==> src/rtl/multdiv_unit.sv <==
// Multicycle signed multiply/divide unit: radix-2 shift-add multiply and restoring
// divide on operand magnitudes, sign fixed up in the DONE cycle.
module multdiv_unit #(
  parameter int WIDTH = 32,
  parameter int CNT_W = $clog2(WIDTH) + 1
) (
  input  logic             clock,
  input  logic             reset,
  input  logic             ctrl_MULT,
  input  logic             ctrl_DIV,
  input  logic [WIDTH-1:0] data_operandA,
  input  logic [WIDTH-1:0] data_operandB,
  output logic [WIDTH-1:0] data_result,
  output logic             data_exception,
  output logic             data_resultRDY,
  output logic             busy
);

  typedef enum logic [1:0] {S_IDLE, S_RUN, S_DONE} state_t;

  state_t               state_q, state_d;
  logic [CNT_W-1:0]     cnt_q, cnt_d;
  logic                 mul_q, mul_d;
  logic                 neg_q, neg_d;
  logic                 dz_q, dz_d;
  // hi: product accumulator (mul) / partial remainder (div)
  // sa: shifted multiplicand (mul) / dividend shifting out, quotient shifting in (div)
  // sb: multiplier shifting right (mul) / divisor (div)
  logic [2*WIDTH-1:0]   hi_q, hi_d;
  logic [2*WIDTH-1:0]   sa_q, sa_d;
  logic [WIDTH:0]       sb_q, sb_d;
  logic [WIDTH-1:0]     res_q, res_d;
  logic                 exc_q, exc_d;
  logic                 rdy_q, rdy_d;
  logic                 busy_q, busy_d;

  logic [WIDTH:0]       a_ext, b_ext, a_mag, b_mag;
  logic [WIDTH:0]       rem_shift;
  logic [WIDTH+1:0]     diff;
  logic [2*WIDTH-1:0]   prod;
  logic [WIDTH:0]       prod_top;
  logic [WIDTH-1:0]     quo;
  logic                 start;

  always_comb begin
    start     = ctrl_MULT | ctrl_DIV;
    a_ext     = {data_operandA[WIDTH-1], data_operandA};
    b_ext     = {data_operandB[WIDTH-1], data_operandB};
    a_mag     = a_ext[WIDTH] ? -a_ext : a_ext;
    b_mag     = b_ext[WIDTH] ? -b_ext : b_ext;
    rem_shift = {hi_q[WIDTH-1:0], sa_q[WIDTH-1]};
    diff      = {1'b0, rem_shift} - {1'b0, sb_q};
    prod      = neg_q ? -hi_q : hi_q;
    prod_top  = prod[2*WIDTH-1:WIDTH-1];
    quo       = neg_q ? -sa_q[WIDTH-1:0] : sa_q[WIDTH-1:0];
  end

  always_comb begin
    state_d = state_q;
    cnt_d   = cnt_q;
    mul_d   = mul_q;
    neg_d   = neg_q;
    dz_d    = dz_q;
    hi_d    = hi_q;
    sa_d    = sa_q;
    sb_d    = sb_q;
    res_d   = res_q;
    exc_d   = exc_q;
    rdy_d   = 1'b0;
    busy_d  = busy_q;
    if (start) begin
      // A start always wins, including over an operation already in flight.
      state_d = S_RUN;
      cnt_d   = '0;
      busy_d  = 1'b1;
      mul_d   = ctrl_MULT;
      neg_d   = data_operandA[WIDTH-1] ^ data_operandB[WIDTH-1];
      dz_d    = (data_operandB == '0);
      hi_d    = '0;
      sa_d    = {{(WIDTH-1){1'b0}}, a_mag};
      sb_d    = b_mag;
    end else begin
      case (state_q)
        S_RUN: begin
          cnt_d = (cnt_q == {CNT_W{1'b1}}) ? cnt_q : cnt_q + CNT_W'(1);
          if (mul_q) begin
            if (sb_q[0]) hi_d = hi_q + sa_q;
            sa_d = sa_q << 1;
            sb_d = sb_q >> 1;
          end else begin
            hi_d = {{(WIDTH-1){1'b0}}, diff[WIDTH+1] ? rem_shift : diff[WIDTH:0]};
            sa_d = {sa_q[2*WIDTH-2:0], ~diff[WIDTH+1]};
          end
          if (cnt_q == CNT_W'(WIDTH-1)) state_d = S_DONE;
        end
        S_DONE: begin
          state_d = S_IDLE;
          busy_d  = 1'b0;
          rdy_d   = 1'b1;
          if (mul_q) begin
            res_d = prod[WIDTH-1:0];
            exc_d = ~((&prod_top) | ~(|prod_top));
          end else if (dz_q) begin
            res_d = '0;
            exc_d = 1'b1;
          end else begin
            // Only INT_MIN / -1 yields a positive quotient with the top bit set.
            res_d = quo;
            exc_d = ~neg_q & sa_q[WIDTH-1];
          end
        end
        default: ;
      endcase
    end
  end

  always_ff @(posedge clock) begin
    if (reset) begin
      state_q <= S_IDLE;
      cnt_q   <= '0;
      mul_q   <= 1'b0;
      neg_q   <= 1'b0;
      dz_q    <= 1'b0;
      hi_q    <= '0;
      sa_q    <= '0;
      sb_q    <= '0;
      res_q   <= '0;
      exc_q   <= 1'b0;
      rdy_q   <= 1'b0;
      busy_q  <= 1'b0;
    end else begin
      state_q <= state_d;
      cnt_q   <= cnt_d;
      mul_q   <= mul_d;
      neg_q   <= neg_d;
      dz_q    <= dz_d;
      hi_q    <= hi_d;
      sa_q    <= sa_d;
      sb_q    <= sb_d;
      res_q   <= res_d;
      exc_q   <= exc_d;
      rdy_q   <= rdy_d;
      busy_q  <= busy_d;
    end
  end

  assign data_result    = res_q;
  assign data_exception = exc_q;
  assign data_resultRDY = rdy_q;
  assign busy           = busy_q;

endmodule

==> config.mk <==
export PLATFORM = sky130hd
export DESIGN_NAME = multdiv_unit
export DESIGN_NICKNAME = d
export VERILOG_FILES = /design/src/rtl/multdiv_unit.sv
export SDC_FILE = /design/constraint.sdc
export NUM_CORES = 1
export LEC_CHECK = 0
export CAP_MARGIN = 20
export CORE_MARGIN = 10
export CORE_UTILIZATION = 56
export CTS_BUF_LIST = sky130_fd_sc_hd__clkbuf_16
export DETAILED_ROUTE_END_ITERATION = 8
export GPL_TIMING_DRIVEN = 1
export PLACE_DENSITY_LB_ADDON = 0.2
export SYNTH_ARGS = -nofsm -noshare
export SYNTH_HDL_FRONTEND = slang
export SYNTH_SLANG_ARGS = --single-unit
==> constraint.sdc <==
create_clock -name clock -period 3.1 [get_ports clock]
set_clock_uncertainty 0.1 [all_clocks]
set_input_delay 0.62 -clock clock [delete_from_list [all_inputs] [get_ports clock]]
set_output_delay 0.62 -clock clock [all_outputs]
set_load 0.02 [all_outputs]
# Yosys cells after proc, flatten, opt, wreduce, memory -nomap -nowiden
# Index checks and enable logic that the tools add are counted.
[word_totals]
regBits = 207
output_inout_bits = 35
wordCells = 76
[classes]
addsub = 7
n_eq_ne = 7
muxes = 23
n_bitwise = 10
n_reduce_logical = 15
[ops]
columns = ["operator", "count"]
rows = [
  ["33-bit two-way mux", 8],
  ["64-bit two-way mux", 3],
  ["32-bit two-way mux", 3],
  ["33-bit negation", 2],
  ["64-bit adder", 1],
  ["64-bit negation", 1],
  ["33-bit by 33-bit subtractor with 34-bit output", 1],
  ["33-bit AND reduction", 1],
  ["33-bit OR reduction", 1],
  ["32-bit logical NOT", 1],
  ["32-bit negation", 1],
  ["2-bit AND reduction", 6],
  ["2-bit nonzero test", 4],
  ["1-bit two-way mux", 7],
  ["6-bit by 1-bit adder with 6-bit output (second input constant)", 1],
  ["6-bit by 5-bit == test with 1-bit output (second input constant)", 1],
  ["6-bit == test (second input constant)", 1],
  ["1-bit inverter", 6],
  ["2-bit case mux with 2 select lines", 1],
  ["3-bit inequality test (second input constant)", 1],
  ["3-bit nonzero test", 1],
  ["2-bit by 1-bit == test with 1-bit output (second input constant)", 1],
  ["2-bit == test (second input constant)", 1],
  ["2-bit two-way mux", 1],
  ["6 further kinds", 7],
]

# Longest topological paths before layout
[depth]
word_depth = 7
mapped_depth = 15

# Worst setup path before layout
# OpenSTA, ideal clock, no wires.
[synth_timing]
kind = "register -> register"
startpoint = "register hi_q[4]"
endpoint = "register hi_q[2]"
setup_time_ps = 119
arrival_time_ps = 3174
t_required_ps = 2881
slack_ps = -293
stages_incl_launch_ff = 15
n_path_buf = 3
period_less_slack_ps = 3393
path_cell_list = "dfxtp_1 > ha_1 > or2_2 > a21oi_1 > a311oi_2 > o21ai_1 > a21oi_1 > o41ai_1 > or3_1 > buf_2 > and2_1 > buf_2 > buf_4 > a211oi_1 > o221a_2"
[synth_between]
elab_chain_cells = 3
[synth_rtl]
columns = ["item", "line_no", "source"]
rows = [
  ["start: declaration", "29", "logic [2*WIDTH-1:0] hi_q, hi_d;"],
  ["start signal: assignment", "137", "hi_q <= hi_d;"],
  ["33-bit by 33-bit subtractor with 34-bit output", "52", "diff = {1'b0, rem_shift} - {1'b0, sb_q};"],
  ["33-bit two-way mux", "91", "hi_d = {{(WIDTH-1){1'b0}}, diff[WIDTH+1] ? rem_shift : diff[WIDTH:0]};"],
  ["64-bit two-way mux", "86", "if (mul_q) begin"],
]
# No other way between the ends.
# A chain may end at the register's enable or synchronous reset.

# Worst setup path after layout
[layout_timing]
startpoint = "register hi_q[0]"
endpoint = "register hi_q[1]"
[layout_between]
elab_chain_cells = 3
word_cells_on_any_way = 5
cone_classes = "add/sub (2); mux (3)"
[layout_rtl]
columns = ["item", "line_no"]
rows = [
  ["64-bit adder or 33-bit by 33-bit subtractor with 34-bit output (tied branches)", "87, 52"],
  ["64-bit two-way mux or 33-bit two-way mux (tied branches)", "87, 91"],
  ["64-bit two-way mux *", "86"],
]
# Mark *: on every way between the ends. The rest lies on a longest branch, timed or not. The select of a mux whose other input is x is not followed.

==> results_dict.tcl <==
set metrics [dict create \
    utilization 0.8102 \
    async_flop_share 0 \
    diodes 0 \
    dp_hpwl_um 50330 \
    grt_pass1_wl_um 109200 \
    period_needed_ns 3.646 \
    arrival_ns 3.96 \
    clkTransAtPathRegs_ns 0.06 \
    path_delay_family "compound AO/OA/AOI/OAI gates" \
    start_kind "flop" \
    nFillCells 2128 \
    placed_cell_area_um2 22850 \
    start_util 0.5688 \
    startpoint "hi_q[0]" \
    htreeDepth 1 \
    violations "negative setup slack" \
    drt_pre_antenna_iters 5 \
    grt_usage 0.3391 \
    antenna_found_initial 0 \
    cts.sinks 207 \
    powerDensity_nw_per_um2 337.9 \
    drv_cap 0 \
    dieArea_um2 39610 \
    grt-ovfl-total 0 \
    rows 65 \
    p_leak_nw 11.02 \
    avgSynthCellArea_um2 7.353 \
    grt_max_degree 101 \
    core_area_um2 31560 \
    wl_um 71850 \
    cp_slowest_cell "a311oi_2" \
    yosysUniqueCellTypes 88 \
    fp.dieH_um 199.0 \
    worstPathMaxFanout 9 \
    synth_area_um2 17950 \
    ys_seq_elements 207 \
    crit_top_cell "buf_6" \
    nets 3130 \
    tightest_slew_ns 0.8285 \
    critPathMaxStageDelay_ns 0.45 \
    cts_root_buf "clkbuf_16" \
    rsz0062_at_grt "true" \
    holdWs_ns 0.1842 \
    drv_slew 0 \
    final_critical_path_setup_slack_ns -0.5465 \
    vias 21853 \
    gp_congestion 1.015 \
    min_period_over_period 1.176 \
    drt_iter0_markers 1866 \
    setup_violations 48 \
    final-hold-violation-count 0 \
    ctsHoldBuffers 0 \
    drc 0 \
    antenna_left 0 \
    yosysWarnings 0 \
    crit_buf_inv 4 \
    r2r-start "hi_q[0]" \
    ys_top_cells_by_area "dfxtp_1, ha_1, xnor2_1, nand2_1, a21oi_1" \
    first_global_vias 21340 \
    cts_buffer_depth 3 \
    synth-edff-count 0 \
    clk_latency_ns 0.55 \
    synth_area_leader_cell "dfxtp_1" \
    cts_made_buffers 26 \
    hp-start "reset" \
    synthCells 2441 \
    crit_type "flop to flop" \
    areaGrowthSynthToFinish_pct 42.43 \
    fp.dieW_um 199.0 \
    via_per_inst 6.465 \
    max_slew_margin 0.4457 \
    status "finished, violations left" \
    rrSetupSlack_ns -0.55 \
    cts_tree "built" \
    drive_gt1_frac 0.2747 \
    synth_nets 2612 \
    yosysTopAreaCellShare 0.2309 \
    io_buffers 102 \
    worst_ep_required_time_ns 3.41 \
    ios 103 \
    post-route-cell-area_um2 25560 \
    yosys_most_used_dff "dfxtp_1" \
    synth.yosys.seq_area_share 0.2309 \
    fmax_mhz 274.2 \
    crit_chain "buf_6 > buf_6 > ha_4 > nor2b_4 > o2111ai_4 > a311oi_2 > o21ai_2 > a21oi_4 > o41ai_4 > or3_4 > buf_8 > buf_12 > and3_1 > a211oi_1 > o21ai_1" \
    crit_path_end_kind "flop" \
    hp-class "primary input to flop" \
    wire_per_inst_um 21.26 \
    pre_cts_slack_ns -0.7022 \
    ir_worst_vdd_mv 0.4390 \
]
-- cell usage after synthesis (17+ instances only) --
cell      instances
a21oi_1         202
nand2_1         293
a31oi_1          25
or4_1            21
ha_1            101
a21o_1           67
inv_1            81
or3_1            24
nor2_1          237
a221oi_1         35
nand3_1          50
a311oi_1         36
xor2_1           87
nor3_1           74
nor4_1           27
o31ai_1          50
o211ai_1         19
xnor2_1         136
o41ai_1          27
clkbuf_1        126
a211oi_1         53
nand2b_1         17
nand4_1          36
dfxtp_1         207
o21ai_0         129
and3_1           21
-- state kept, by name, summed over array words and instances (netlist names), 2 cells and up --
register     flops
state_q          2
hi_q            64
cnt_q            6
sb_q            33
sa_q            64
data_result     32
-- worst reg2reg max path, cell delays in order (launching register included) --
cell and delay [ns]:
dfxtp_2 0.33, buf_6 0.12, buf_6 0.11, ha_4 0.26
nor2b_4 0.18, o2111ai_4 0.14, a311oi_2 0.45, o21ai_2 0.16
a21oi_4 0.23, o41ai_4 0.11, or3_4 0.42, buf_8 0.16
buf_12 0.14, and3_1 0.17, a211oi_1 0.27, o21ai_1 0.15
-- power breakdown --
group / switching (mW) / internal [mW]
sequential: 0.0848 / 2.75
clock: 1.23 / 1.73
combinational: 1.54 / 1.31
total: 2.85 / 5.78
-- routing by layer --
| layer | vias to the layer above | part of all wire | GRT usage | wire length (um) |
|---|---|---|---|---|
| li1 | 10052 | - | - | - |
| met1 | 10354 | 0.36 | 0.3595 | 25730 |
| met2 | 1079 | 0.49 | 0.5989 | 35480 |
| met3 | 368 | 0.062 | 0.04968 | 4440 |
| met4 | 0 | 0.086 | 0.2546 | 6201 |
| met5 | - | 0 | 0 | 0 |
-- final timing paths --
kind,to,depth (start not counted)
min,data_result[30],2
max reg2reg,hi_q[1],15
min reg2reg,sa_q[63],2
max,hi_q[1],15
-- area by class of cell --
type / count / area, um2 / share of cell area
clock inverters: 20 / 141.4 / 0.005531
clock buffers: 27 / 675.6 / 0.02643
well taps: 402 / 503.0 / 0.01968
flip-flops and latches: 207 / 4155 / 0.1625
inverters: 82 / 307.8 / 0.01204
repair buffers: 646 / 5445 / 0.2130
multi-input cells: 1996 / 14340 / 0.5608
-- placed cells by master (no fill, tap or decap), drive strengths merged, types with 12 or more instances in the layout --
master / Yosys / routed
a211oi: 53 / 53
a21o: 67 / 67
a21oi: 202 / 202
a221oi: 35 / 35
a311oi: 37 / 37
a31oi: 25 / 25
and3: 21 / 21
buf: 33 / 545
clkbuf: 126 / 27
clkdlybuf4s50: 0 / 84
dfxtp: 207 / 207
dlymetal6s2s: 0 / 17
ha: 101 / 101
inv: 81 / 90
mux2i: 12 / 12
nand2: 294 / 294
nand2b: 17 / 17
nand3: 52 / 52
nand4: 37 / 37
nor2: 237 / 237
nor2b: 14 / 14
nor3: 76 / 76
nor4: 35 / 35
o211ai: 19 / 19
o21a: 15 / 15
o21ai: 136 / 136
o21bai: 13 / 13
o31ai: 51 / 51
o41ai: 31 / 31
or3: 24 / 24
or4: 25 / 25
xnor2: 136 / 136
xor2: 87 / 87
-- repair_timing --
action                                  4_1_cts  5_1_grt
pin swaps                                    72      104
setup buffers                                27       31
endpoints found under the setup margin       69       85
resized for setup                           159      144
cloned                                        4        0
-- cells by family after synthesis --
family                     synth area share
and+or+nand+nor                      0.2325
AOI/OAI and AO/OA                    0.2949
buffers and inverters               0.05228
xor gates and xnor gates             0.1088
DFF                                  0.2309
adders and majority gates           0.07264
muxes                              0.007947
-- through the flow --
| step | cells | total power [mW] | setup TNS [ns] |
|---|---|---|---|
| finish | 3380 | 8.638 | -15.45 |
| detailed placement | 3278 | 5.361 | -21.05 |
| CTS | 3353 | 8.457 | -4.441 |
| global route | 3380 | 8.944 | -18.79 |
| floorplan | 2441 | 4.319 | -0.1356 |
| global placement | 3277 | 5.297 | -13.93 |
Power figures use the tool's default switching activity.
